**config.mk**
```make
export PLATFORM = sky130hd
export DESIGN_NAME = syndrome_collector
export DESIGN_NICKNAME = d
export VERILOG_FILES = /design/src/rtl/syndrome_collector_pkg.sv /design/src/rtl/syndrome_collector_fifo.sv /design/src/rtl/syndrome_collector.sv
export SDC_FILE = /design/constraint.sdc
export NUM_CORES = 1
export LEC_CHECK = 0
export ABC_AREA = 1
export BUFFER_PORTS_ARGS = -buffer_cell sky130_fd_sc_hd__buf_4
export CORE_UTILIZATION = 40
export CTS_BUF_LIST = sky130_fd_sc_hd__clkbuf_4 sky130_fd_sc_hd__clkbuf_8
export CTS_CLUSTER_DIAMETER = 120
export CTS_CLUSTER_SIZE = 30
export DETAILED_ROUTE_END_ITERATION = 10
export SYNTH_ARGS = -nofsm -noshare
export SYNTH_HDL_FRONTEND = slang
export SYNTH_SLANG_ARGS = --single-unit
```
**constraint.sdc**
```tcl
create_clock -name clk -period 1.4 [get_ports clk]
set_input_delay 0.28 -clock clk [delete_from_list [all_inputs] [get_ports clk]]
set_output_delay 0.28 -clock clk [all_outputs]
set_load 0.05 [all_outputs]
```
**src/rtl/syndrome_collector_pkg.sv**
```systemverilog
// Shared frame-size constants and the syndrome entry layout used by the
// decoder stages that exchange per-codeword check summaries.
//   I        : check rows per codeword
//   WWIDTH   : width of the unsatisfied-check weight (holds 0..I)
//   CWIDTH   : width of the row counter (holds 0..I-1)
//   syn_entry_t : {syn[I-1:0], weight[WWIDTH-1:0], ok}
package syndrome_collector_pkg;

  localparam int I       = 7;
  localparam int WWIDTH  = $clog2(I + 1);
  localparam int CWIDTH  = (I > 1) ? $clog2(I) : 1;
  localparam int ENTRY_W = I + WWIDTH + 1;

  typedef struct packed {
    logic [I-1:0]      syn;
    logic [WWIDTH-1:0] weight;
    logic              ok;
  } syn_entry_t;

  // Build a completed entry; ok is derived from the weight so the two can
  // never disagree downstream.
  function automatic syn_entry_t make_entry(input logic [I-1:0]      syn,
                                            input logic [WWIDTH-1:0] weight);
    syn_entry_t e;
    e.syn    = syn;
    e.weight = weight;
    e.ok     = (weight == {WWIDTH{1'b0}});
    return e;
  endfunction

endpackage

```
**src/rtl/syndrome_collector_fifo.sv**
```systemverilog
// syn_out_fifo: 2-entry synchronous FIFO with valid/ready handshake.
// The head entry lives in its own register and drives the outputs directly,
// so the outputs are registered, stay stable under backpressure, and keep the
// last popped value when the FIFO runs empty.
// Ports:
//   clk, rst      : clock, asynchronous active-high reset
//   push_i        : write request for din_i
//   push_ready_o  : write will be accepted this cycle (not full, or popping)
//   din_i         : entry to write
//   full_o        : both entries occupied
//   dout_o        : head entry
//   out_valid_o   : head entry valid
//   out_ready_i   : consumer accepts head when out_valid_o is high
module syn_out_fifo
  import syndrome_collector_pkg::*;
(
  input  logic       clk,
  input  logic       rst,
  input  logic       push_i,
  output logic       push_ready_o,
  input  syn_entry_t din_i,
  output logic       full_o,
  output syn_entry_t dout_o,
  output logic       out_valid_o,
  input  logic       out_ready_i
);

  syn_entry_t head_q, head_d;
  syn_entry_t tail_q, tail_d;
  logic       head_vld_q, head_vld_d;
  logic       tail_vld_q, tail_vld_d;
  logic       pop_s;
  logic       push_s;

  assign pop_s        = head_vld_q & out_ready_i;
  assign full_o       = head_vld_q & tail_vld_q;
  // A pop frees a slot on the same edge, so a full FIFO can still accept.
  assign push_ready_o = ~full_o | pop_s;
  assign push_s       = push_i & push_ready_o;

  // Next-state for the two slots: head always holds the oldest entry.
  always_comb begin
    head_d     = head_q;
    tail_d     = tail_q;
    head_vld_d = head_vld_q;
    tail_vld_d = tail_vld_q;
    case ({pop_s, push_s})
      2'b01: begin
        if (!head_vld_q) begin
          head_d     = din_i;
          head_vld_d = 1'b1;
        end else begin
          tail_d     = din_i;
          tail_vld_d = 1'b1;
        end
      end
      2'b10: begin
        if (tail_vld_q) begin
          head_d     = tail_q;
          tail_vld_d = 1'b0;
        end else begin
          // Data left in place: outputs keep the last popped entry.
          head_vld_d = 1'b0;
        end
      end
      2'b11: begin
        if (tail_vld_q) begin
          head_d = tail_q;
          tail_d = din_i;
        end else begin
          head_d = din_i;
        end
      end
      default: begin
        head_d = head_q;
      end
    endcase
  end

  // Slot registers.
  always_ff @(posedge clk or posedge rst) begin
    if (rst) begin
      head_q     <= '0;
      tail_q     <= '0;
      head_vld_q <= 1'b0;
      tail_vld_q <= 1'b0;
    end else begin
      head_q     <= head_d;
      tail_q     <= tail_d;
      head_vld_q <= head_vld_d;
      tail_vld_q <= tail_vld_d;
    end
  end

  assign dout_o      = head_q;
  assign out_valid_o = head_vld_q;

endmodule

```
**src/rtl/syndrome_collector.sv**
```systemverilog
// syndrome_collector: gathers the I serial row-check results of a codeword
// into a syndrome and unsatisfied-check weight, and hands each completed
// codeword summary to the decoder control through a 2-entry output FIFO.
// Ports:
//   clk, rst        : clock, asynchronous active-high reset
//   F_value         : row check result, 1 = satisfied
//   F_value_tvalid  : qualifies F_value, one row per pulse
//   frame_sync      : abandon the partial frame, restart at row 0
//   syn             : syndrome, bit k set when row k unsatisfied
//   syn_weight      : number of unsatisfied rows
//   cw_ok           : syndrome is all zero
//   syn_tvalid      : output entry valid
//   syn_tready      : consumer ready
//   overflow        : sticky, a completed frame was dropped (FIFO full)
module syndrome_collector
  import syndrome_collector_pkg::*;
(
  input  logic              clk,
  input  logic              rst,
  input  logic              F_value,
  input  logic              F_value_tvalid,
  input  logic              frame_sync,
  output logic [I-1:0]      syn,
  output logic [WWIDTH-1:0] syn_weight,
  output logic              cw_ok,
  output logic              syn_tvalid,
  input  logic              syn_tready,
  output logic              overflow
);

  localparam logic [CWIDTH-1:0] LAST_ROW = CWIDTH'(I - 1);

  logic [CWIDTH-1:0] row_cnt_q, row_cnt_d;
  logic [I-1:0]      part_syn_q, part_syn_d;
  logic [WWIDTH-1:0] part_w_q, part_w_d;
  logic              overflow_q, overflow_d;

  logic              bad_s;
  logic [I-1:0]      bad_bit0_s;
  logic [WWIDTH-1:0] bad_w_s;
  logic [I-1:0]      full_syn_s;
  logic [WWIDTH-1:0] full_w_s;
  logic              frame_end_s;
  logic              fifo_ready_s;
  logic              fifo_full_s;
  syn_entry_t        push_entry_s;
  syn_entry_t        head_s;

  assign bad_s      = ~F_value;
  assign bad_bit0_s = {{(I-1){1'b0}}, bad_s};
  assign bad_w_s    = {{(WWIDTH-1){1'b0}}, bad_s};

  // The final row is folded in combinationally so the entry is pushed on the
  // same edge as the last valid.
  assign full_syn_s   = part_syn_q | (bad_bit0_s << row_cnt_q);
  assign full_w_s     = part_w_q + bad_w_s;
  assign frame_end_s  = F_value_tvalid & (row_cnt_q == LAST_ROW) & ~frame_sync;
  assign push_entry_s = make_entry(full_syn_s, full_w_s);

  // Row counter and partial syndrome/weight next state.
  always_comb begin
    row_cnt_d  = row_cnt_q;
    part_syn_d = part_syn_q;
    part_w_d   = part_w_q;
    if (frame_sync) begin
      // A coincident valid becomes row 0 of the new frame.
      if (F_value_tvalid) begin
        row_cnt_d  = CWIDTH'(1);
        part_syn_d = bad_bit0_s;
        part_w_d   = bad_w_s;
      end else begin
        row_cnt_d  = {CWIDTH{1'b0}};
        part_syn_d = {I{1'b0}};
        part_w_d   = {WWIDTH{1'b0}};
      end
    end else if (F_value_tvalid) begin
      if (row_cnt_q == LAST_ROW) begin
        row_cnt_d  = {CWIDTH{1'b0}};
        part_syn_d = {I{1'b0}};
        part_w_d   = {WWIDTH{1'b0}};
      end else begin
        row_cnt_d  = row_cnt_q + CWIDTH'(1);
        part_syn_d = full_syn_s;
        part_w_d   = full_w_s;
      end
    end else begin
      row_cnt_d = row_cnt_q;
    end
  end

  // Sticky overflow: a completed frame that the FIFO cannot take is lost.
  always_comb begin
    overflow_d = overflow_q;
    if (frame_end_s && !fifo_ready_s) begin
      overflow_d = 1'b1;
    end else begin
      overflow_d = overflow_q;
    end
  end

  // Accumulator and overflow registers.
  always_ff @(posedge clk or posedge rst) begin
    if (rst) begin
      row_cnt_q  <= {CWIDTH{1'b0}};
      part_syn_q <= {I{1'b0}};
      part_w_q   <= {WWIDTH{1'b0}};
      overflow_q <= 1'b0;
    end else begin
      row_cnt_q  <= row_cnt_d;
      part_syn_q <= part_syn_d;
      part_w_q   <= part_w_d;
      overflow_q <= overflow_d;
    end
  end

  syn_out_fifo u_fifo (
    .clk          (clk),
    .rst          (rst),
    .push_i       (frame_end_s),
    .push_ready_o (fifo_ready_s),
    .din_i        (push_entry_s),
    .full_o       (fifo_full_s),
    .dout_o       (head_s),
    .out_valid_o  (syn_tvalid),
    .out_ready_i  (syn_tready)
  );

  assign syn        = head_s.syn;
  assign syn_weight = head_s.weight;
  assign cw_ok      = head_s.ok;
  assign overflow   = overflow_q;

  // Full state is implied by push_ready; kept visible for debug probing.
  logic unused_full_s;
  assign unused_full_s = fifo_full_s;

endmodule

```
# Yosys cells after proc, flatten, opt, wreduce, memory -nomap -nowiden
# Cells that the tools add are included.
totals:
  word_cells: 68
  regBits: 38
  in_bits: 6
  out_inout_bits: 13
classes:
  n_eq_ne: 9
  n_addsub: 2
  shift: 1
  mux: 23
  n_bitwise: 10
  reduce_logical: 11
ops:
  columns: ["cell", "count"]
  rows:
  - ["2-to-1 mux 11 bit", 5]
  - ["one-hot mux 11 bit (3 select lines)", 1]
  - ["one-hot mux 11 bit (2 select lines)", 1]
  - ["2-to-1 mux 7 bit", 3]
  - ["2-to-1 mux 3 bit", 6]
  - ["OR 7 bit", 1]
  - ["left shift 1 x 3 -> 7 bit", 1]
  - ["!= test 2 x 1 -> 1 bit (second input constant)", 3]
  - ["AND reduction 3 bit", 2]
  - ["nonzero test 2 bit", 3]
  - ["AND 1 bit", 5]
  - ["2-to-1 mux 1 bit", 5]
  - ["== test 2 bit (second input constant)", 2]
  - ["!= test 2 bit (second input constant)", 2]
  - ["one-hot mux 1 bit (2 select lines)", 2]
  - ["AND reduction 2 bit", 2]
  - ["adder 3 x 1 -> 3 bit", 1]
  - ["adder 3 x 1 -> 3 bit (second input constant)", 1]
  - ["== test 3 bit (second input constant)", 1]
  - ["logical NOT 3 bit", 1]
  - ["inverter 1 bit", 3]
  - ["nonzero test 3 bit", 1]
  - ["== test 2 x 1 -> 1 bit (second input constant)", 1]
  - ["logical AND 1 bit", 1]
  - ["2 further kinds", 2]

# Longest topological paths before layout
# Gate-level depths: netlist (run 1).
logic_depth:
  word_depth: 7
  depth_mapped: 9
  mapped_depth_nobuf: 9

# Hierarchy
# A second synthesis (run 1) with hierarchy kept.
hier_totals:
  hier_cells: 259
  area_unflattened_um2: 1974.4
modules_own_cells:
  columns: ["module", "seq_area_each_um2", "cells_each", "area_each_um2", "instances"]
  rows:
  - ["syn_out_fifo", 600.6, 163, 1203.7, 1]
  - ["syndrome_collector", 350.3, 96, 770.7, 1]

# Worst setup path before layout (run 1)
# Ideal clock, no wire load.
synth_path:
  path_type: "reg2reg"
  start: "register u_fifo.head_vld_q (netlist: u_fifo.out_valid_o)"
  end: "register u_fifo.tail_q[3] in the netlist's numbering"
  path_buffers: 1
  path_stages_with_launch: 9
  setup_slack_ns: -0.214
  synth_period_minus_slack_ns: 1.614
  setup_time_ns: 0.128
  t_required_ns: 1.272
  arrival_time_ns: 1.486
  cell_sequence: "dfrtp_1 nand2_1 nand2_1 nand2_1 nor2_2 nand2_2 buf_6 nand2_1 o21ai_2"
synth_via:
  elab_chain_cells: 7
  word_cells_on_any_way: 12
  cone_classes: "eq/ne: 4; mux: 1; bitwise: 5; reduce/logical: 2"
synth_lines:
  columns: ["element", "line_no", "rtl"]
  rows:
  - ["start, declared", "syndrome_collector_fifo.sv:30", "logic head_vld_q, head_vld_d;"]
  - ["start signal, assigned", "syndrome_collector_fifo.sv:90", "head_vld_q <= head_vld_d;"]
  - ["AND 1 bit", "syndrome_collector_fifo.sv:36", "assign full_o = head_vld_q & tail_vld_q;"]
  - ["inverter 1 bit", "syndrome_collector_fifo.sv:38", "assign push_ready_o = ~full_o | pop_s;"]
  - ["OR 1 bit", "syndrome_collector_fifo.sv:38", null]
  - ["AND 1 bit", "syndrome_collector_fifo.sv:39", "assign push_s = push_i & push_ready_o;"]
  - ["== test 2 bit / == test 2 x 1 -> 1 bit (equally long branches)", "syndrome_collector_fifo.sv:47", "case ({pop_s, push_s})"]
  - ["!= test 2 x 1 -> 1 bit (no source line) / nonzero test 2 bit (equally long branches)", null, null]
  - ["AND reduction 3 bit (no source line)", null, null]
  - ["end signal, assigned", "syndrome_collector_fifo.sv:89", "tail_q <= tail_d;"]
  - ["end, declared", "syndrome_collector_fifo.sv:29", "syn_entry_t tail_q, tail_d;"]
# Parallel ways exist; a longest one is shown, timed or not.
# A chain may end at the register's enable or synchronous reset.

# Final worst setup path (run 1)
layout_path:
  start: "register u_fifo.head_vld_q (netlist: u_fifo.out_valid_o)"
  end: "output port syn_tvalid"
layout_rtl:
  columns: ["element", "line_no", "rtl"]
  rows:
  - ["end, declared", "syndrome_collector.sv:26", "output logic syn_tvalid,"]
# No word-level cell between the ends.

==> results of run 1 <==
cell families after synthesis:
logic type	after synthesis	synth area share, %
flops	38	48.4
compound gates	32	10.9
buf+inv	44	9.81
fa+ha+maj	2	1.27
xor+xnor	2	0.892
simple gates	126	28.7
worst max-delay path, cell delays in order, from the launching register on:
cell and delay, ns:
dfrtp_2 0.44, buf_4 0.14, buf_4 0.18
final cells by class:
cell class | instances | area (sq um) | share of cell area (%)
flip-flops and latches | 38 | 953 | 36.3
multi-input cells | 162 | 902 | 34.4
repair buffers | 52 | 444 | 16.9
inverters | 39 | 146 | 5.58
clock buffers | 7 | 90.1 | 3.43
well taps | 67 | 83.8 | 3.19
clock inverters | 1 | 5.00 | 0.191
repair_timing:
item                                    4_1_cts  5_1_grt
setup buffers                                 0        4
hold endpoints to repair                      0        0
endpoints found under the setup margin        2       21
gates cloned                                  0        1
pin swaps                                     2        4
resized for setup                             1       24
report_power, final:
part / total [mW] / switching (mW) / internal (mW)
combinational: 0.451 / 0.270 / 0.181
clock: 0.820 / 0.403 / 0.417
sequential: 1.17 / 0.0286 / 1.14
per-layer routing:
| layer | GRT usage (%) | share of wire (%) | vias to the layer above |
|---|---|---|---|
| li1 | - | - | 878 |
| met1 | 25.8 | 47 | 775 |
| met2 | 27.7 | 47 | 33 |
| met3 | 4.17 | 3.8 | 6 |
| met4 | 7.19 | 1.6 | 0 |
| met5 | 0 | 0 | - |
state kept, by name (all words and copies together) (netlist names):
| register | count |
|---|---|
| part_syn_q | 7 |
| u_fifo.tail_vld_q | 1 |
| overflow | 1 |
| u_fifo.out_valid_o | 1 |
| u_fifo.dout_o | 11 |
| part_w_q | 3 |
| row_cnt_q | 3 |
| u_fifo.tail_q | 11 |
Yosys cell counts:
master / n
xnor2_1: 2
o22ai_1: 2
nand2_1: 74
a21o_1: 2
inv_2: 3
o21ai_0: 9
nor2_8: 1
nor2_1: 12
buf_4: 1
a21oi_1: 5
o21bai_1: 1
a31oi_1: 1
o21ai_2: 10
nand3_4: 1
ha_1: 2
nand3_1: 31
o211ai_1: 1
nand2_2: 4
inv_1: 36
nor2_2: 2
buf_6: 3
buf_2: 1
a22oi_1: 1
dfrtp_1: 38
nor2_4: 1
through the flow:
stage	setup WS (ns)	hold slack (ns)	utilization, %
after floorplan	0.0167	0.441	-
final	0.0634	0.0263	55.6
after CTS	0.00771	0.0329	52.5
after global placement	-0.0465	0.355	50.5
after global routing	-0.0304	0.0448	55.6
after detailed placement	-0.0562	0.358	50.5
worst paths after layout:
check                                           to  slack, ns  depth (start not counted)
max in group asynchronous       u_fifo.out_valid_o       1.16                          3
worst max register to register    u_fifo.tail_q[0]       0.07                         10
min in group clk                      row_cnt_q[0]       0.28                          3
worst min register to register    u_fifo.dout_o[8]       0.48                          2
worst max-delay path                    syn_tvalid       0.06                          2
worst min-delay path                  row_cnt_q[1]       0.03                          3
==> metrics.txt, run 1 <==
clock skew=~0.0054 ns; Post-Route WL=~4300 um; latest clock arrival within the worst-skew pair=about 0.3 ns; finished layout cell area=approximately 2600 sq um; die area=between 5000 and 6000 sq um; placeable core region=between 4000 and 5000 sq um; count of clock tree sinks=38; Setup-failing EPs final=0; P_leak=about 1.4 nW; data required time at the worst endpoint=between 1 and 1.5 ns; maximum clock path buffer count=2; layout cells sized above 1=approximately a third; fmax=about 750 MHz; cell type contributing the most total cell area after synthesis=dfrtp_1; MaxCap Viol Count=0; number of placed instances, taps included=approximately 350; number of standard cells after synthesis=about 240; power per cell area=approximately 930 nW/um^2; status=finished, final reports clean; Placement Rows=25; element type at the critical path end=primary output; Final Hold Vio Count=0; first-pass GRT wire length=around 7300 um; transition time of the tightest slew-check pin=0.270 ns; initial antenna violation count=0; leading cell types by total area after synthesis=dfrtp_1 (48%), nand2_1 (14%), nand3_1 (7.9%); Pre-Repair DR Iteration Count=4; DRC violation count after routing=0; cell area after synthesis=1960 sq um; start point of the critical path=u_fifo.out_valid_o; max-slew violation count=0; post-layout net count=roughly 300; setup repair after global routing missed its margin=true; top-level port count=19; first-iteration detailed-routing DRC count=about 120; total half-perimeter wirelength after legalization and detailed placement=roughly 3100 um; Overall Power=~2.4 mW; most frequent cells in the layout=nand2_1 (71), buf_4 (46), dfrtp_1 (36); portion of synthesized cell area occupied by the leading cell type=roughly half; placed instance area=about 2400 sq um; Hold Buf Count CTS=0; Synth cell types=25; remaining global-route overflow=0; Synth-to-Final Area Change=33.6%; fin crit share=95.5%; H-tree levels=2; nets in the synthesized netlist=~250; vias=about 1700; nature of the critical path startpoint=flop; number of synthesized register bits=38; post-detailed-route via-to-cell ratio=roughly 4.6; number of global-route vias before repair=1576; initial core utilization=41.6%; min-delay worst type=primary input to asynchronous set/reset pin; worst relative slew slack=about four fifths; Die X-Extent=72.1 um; DR WL/cell=approximately 12 um; Global Route Usage Sum=between 10% and 20%; count of input and output buffers=18; shortest period the worst path allows=1.34 ns; pin count of the biggest net entering global routing=39; floorplan die height=72.1 um; largest vdd supply drop=~0.38 mV; post-synthesis area per instance=around 8.1 sq um; most common cell after layout, fill and taps aside=nand2_1; startpoint of the most critical register-to-register path=row_cnt_q[0]; diodes inserted=0; clock tree from TritonCTS=done; classification of the worst setup path=flop to primary output; fill cell instance count of the final layout=about 470; residual antenna-violating net count after detailed routing=0; arrival time of the worst setup path=between 1 and 1.5 ns; sequential cell area fraction in the yosys report=between 40% and 50%; placer's final routability congestion estimate=around 0.87; root buffer cell=clkbuf_8; final setup TNS=0 ns; peak fanout along the critical path=4; register clock-pin slew on the reported worst setup and hold paths=roughly 0.08 ns; Cell Count, Final, Fillers Out=between 300 and 400; CTS Buf Count=5; Ys Warns=0
Power figures use the tool's default switching activity.
==> run 2, diff against run 1 <==
--- a/config.mk
+++ b/config.mk
@@ -7,11 +7,13 @@
 export LEC_CHECK = 0
 export ABC_AREA = 1
 export BUFFER_PORTS_ARGS = -buffer_cell sky130_fd_sc_hd__buf_4
+export CAP_MARGIN = 40
 export CORE_UTILIZATION = 40
 export CTS_BUF_LIST = sky130_fd_sc_hd__clkbuf_4 sky130_fd_sc_hd__clkbuf_8
 export CTS_CLUSTER_DIAMETER = 120
 export CTS_CLUSTER_SIZE = 30
 export DETAILED_ROUTE_END_ITERATION = 10
+export SETUP_SLACK_MARGIN = 0.5
 export SYNTH_ARGS = -nofsm -noshare
 export SYNTH_HDL_FRONTEND = slang
 export SYNTH_SLANG_ARGS = --single-unit
==> constraint.sdc (replaced) <==
create_clock -name clk -period 1.6 [get_ports clk]
set_input_delay 0.32 -clock clk [delete_from_list [all_inputs] [get_ports clk]]
set_output_delay 0.32 -clock clk [all_outputs]
set_load 0.05 [all_outputs]
==> run 2 against run 1 <==
Via count is 4.1% higher; combinational power shrank 7.3%; global-route usage is 0.47 points higher; final cell count up 2.2%; clock skew is 0.0024 ns higher; core utilization rose by 6.3 points; largest cell class is now multi-input combinational cells.
==> metrics.txt, run 2 (synthesized netlist as in run 1, its figures left out) <==
number of global-route vias before repair=1587 (+0.70%); MaxCap Viol Count=0 (unchanged); count of input and output buffers=18 (unchanged); shortest period the worst path allows=around 1.4 ns; layout cells sized above 1=42.0% (+8.2 points); most common cell after layout, fill and taps aside=nand2_1; initial core utilization=41.6% (unchanged); Global Route Usage Sum=18.9% (+0.47 points); DRC violation count after routing=0 (unchanged); die area=5200 sq um (unchanged); P_leak=1.47 nW (+5.6%); placer's final routability congestion estimate=0.803 (-8.1%); Placement Rows=25 (unchanged); maximum clock path buffer count=2 (unchanged); vias=1761 (+4.1%); initial antenna violation count=0 (unchanged); root buffer cell=clkbuf_8; finished layout cell area=2920 sq um (+11%); count of clock tree sinks=38 (unchanged); placed instance area=2280 sq um (-4.5%); arrival time of the worst setup path=1.63 ns (+0.57 ns); top-level port count=19 (unchanged); CTS Buf Count=5 (unchanged); total half-perimeter wirelength after legalization and detailed placement=2940 um (-5.4%); post-detailed-route via-to-cell ratio=4.71 (+1.9%); pin count of the biggest net entering global routing=31 (-21%); clock skew=0.00784 ns (+0.00245 ns); remaining global-route overflow=0 (unchanged); Synth-to-Final Area Change=48.9%; nature of the critical path startpoint=flop; min-delay worst type=primary input to flop; DR WL/cell=12.7 um (+7.8%); Post-Route WL=4740 um (+10%); Overall Power=2.16 mW (-11%); register clock-pin slew on the reported worst setup and hold paths=0.08 ns (about the same); largest vdd supply drop=0.426 mV (+11%); fmax=roughly 710 MHz; placeable core region=4720 sq um (unchanged); Final Hold Vio Count=0 (unchanged); H-tree levels=2 (unchanged); worst relative slew slack=74.7% (-7.2 points); most frequent cells in the layout=nand2_1 (58), buf_4 (36), dfrtp_1 (35); data required time at the worst endpoint=1.82 ns (+0.70 ns); power per cell area=739 nW/um^2 (-21%); Setup-failing EPs final=0 (unchanged); min setup slack post-route=0.192 ns (+0.129 ns); status=finished, final reports clean; Pre-Repair DR Iteration Count=4 (unchanged); fin crit share=roughly 90%; post-layout net count=314 (+2.6%); Die X-Extent=72.1 um (unchanged); setup repair after global routing missed its margin=true; element type at the critical path end=flop; diodes inserted=0 (unchanged); clock tree from TritonCTS=done; latest clock arrival within the worst-skew pair=0.30 ns (about the same); peak fanout along the critical path=6 (+2); first-iteration detailed-routing DRC count=136 (+17%); worst setup slack before clock tree synthesis=0.0793 ns (+0.135 ns); max-slew violation count=0 (unchanged); floorplan die height=72.1 um (unchanged); classification of the worst setup path=flop to flop; residual antenna-violating net count after detailed routing=0 (unchanged); first-pass GRT wire length=7440 um (+2.1%); final setup TNS=0 ns (unchanged); transition time of the tightest slew-check pin=0.378 ns (+0.108 ns)
-- run 2: cell types whose count changed in the layout (fill, tap and decap cells not counted), sizes merged --
cell | previous run | this run
dlygate4sd3 | 0 | 1
buf | 51 | 57
inv | 39 | 38
clkinvlp | 0 | 1
clkbuf | 8 | 9
-- run 2: per-layer routing --
| metal | wire [um] | part of all wire [%] | track usage [%] | up-vias |
|---|---|---|---|---|
| li1 | - | - | - | 904 |
| met1 | 2210 | 47 | 25.3 | 824 |
| met2 | 2390 | 50 | 29.9 | 26 |
| met3 | 92 | 1.9 | 4.58 | 7 |
| met4 | 52 | 1.1 | 6.54 | 0 |
| met5 | 0 | 0 | 0 | - |
-- run 2: timing repair --
| item | 4_1_cts | 5_1_grt |
|---|---|---|
| setup endpoints to repair | 46 | 47 |
| hold endpoints to repair | 8 | 0 |
| gates resized for setup | 33 | 42 |
| pin swaps | 6 | 14 |
| gates cloned | 1 | 3 |
| hold buffers | 1 | 0 |
| buffers inserted | 14 | 14 |
-- run 2: final timing paths --
kind                         startpoint               end  slack, ns  cells past startpoint
max                        row_cnt_q[0]  u_fifo.tail_q[1]       0.19                      8
min in group asynchronous           rst  u_fifo.dout_o[4]       0.50                      3
min reg2reg                    overflow          overflow       0.50                      1
min                          frame_sync      row_cnt_q[0]       0.30                      3
max in group asynchronous           rst      row_cnt_q[2]       0.68                      4
max reg2reg                row_cnt_q[0]  u_fifo.tail_q[1]       0.19                      8
-- run 2: worst max-delay path, cell delays in order, from the launching register on --
cell and delay (ns):
dfrtp_1 0.40, inv_2 0.10, nand3_4 0.10, nor2_8 0.21
nand3_4 0.13, nand2_8 0.13, clkbuf_16 0.16, nand2_4 0.04
o21ai_2 0.05
-- run 2: layout make-up --
type | count | area, sq um
Fill cell | 416 | 1800
Multi-Input combinational cell | 162 | 1050
Sequential cell | 38 | 955
Timing Repair Buffer | 60 | 588
Inverter | 39 | 153
Clock buffer | 7 | 90.1
Tap cell | 67 | 83.8
Clock inverter | 1 | 5.00
-- run 2: through the flow --
step           hold WS, ns  util (%)  std cells
2_1_floorplan        0.286         -        244
3_3_place_gp         0.264      48.2        333
3_5_place_dp         0.266      48.2        333
4_1_cts              0.300      55.1        357
5_1_grt              0.333      61.9        374
6_report             0.301      61.9        374
-- run 2: report_power, final --
part | switching [mW] | internal, mW
combinational | 0.243 | 0.176
clock | 0.346 | 0.365
sequential | 0.0317 | 0.999
total | 0.621 | 1.54
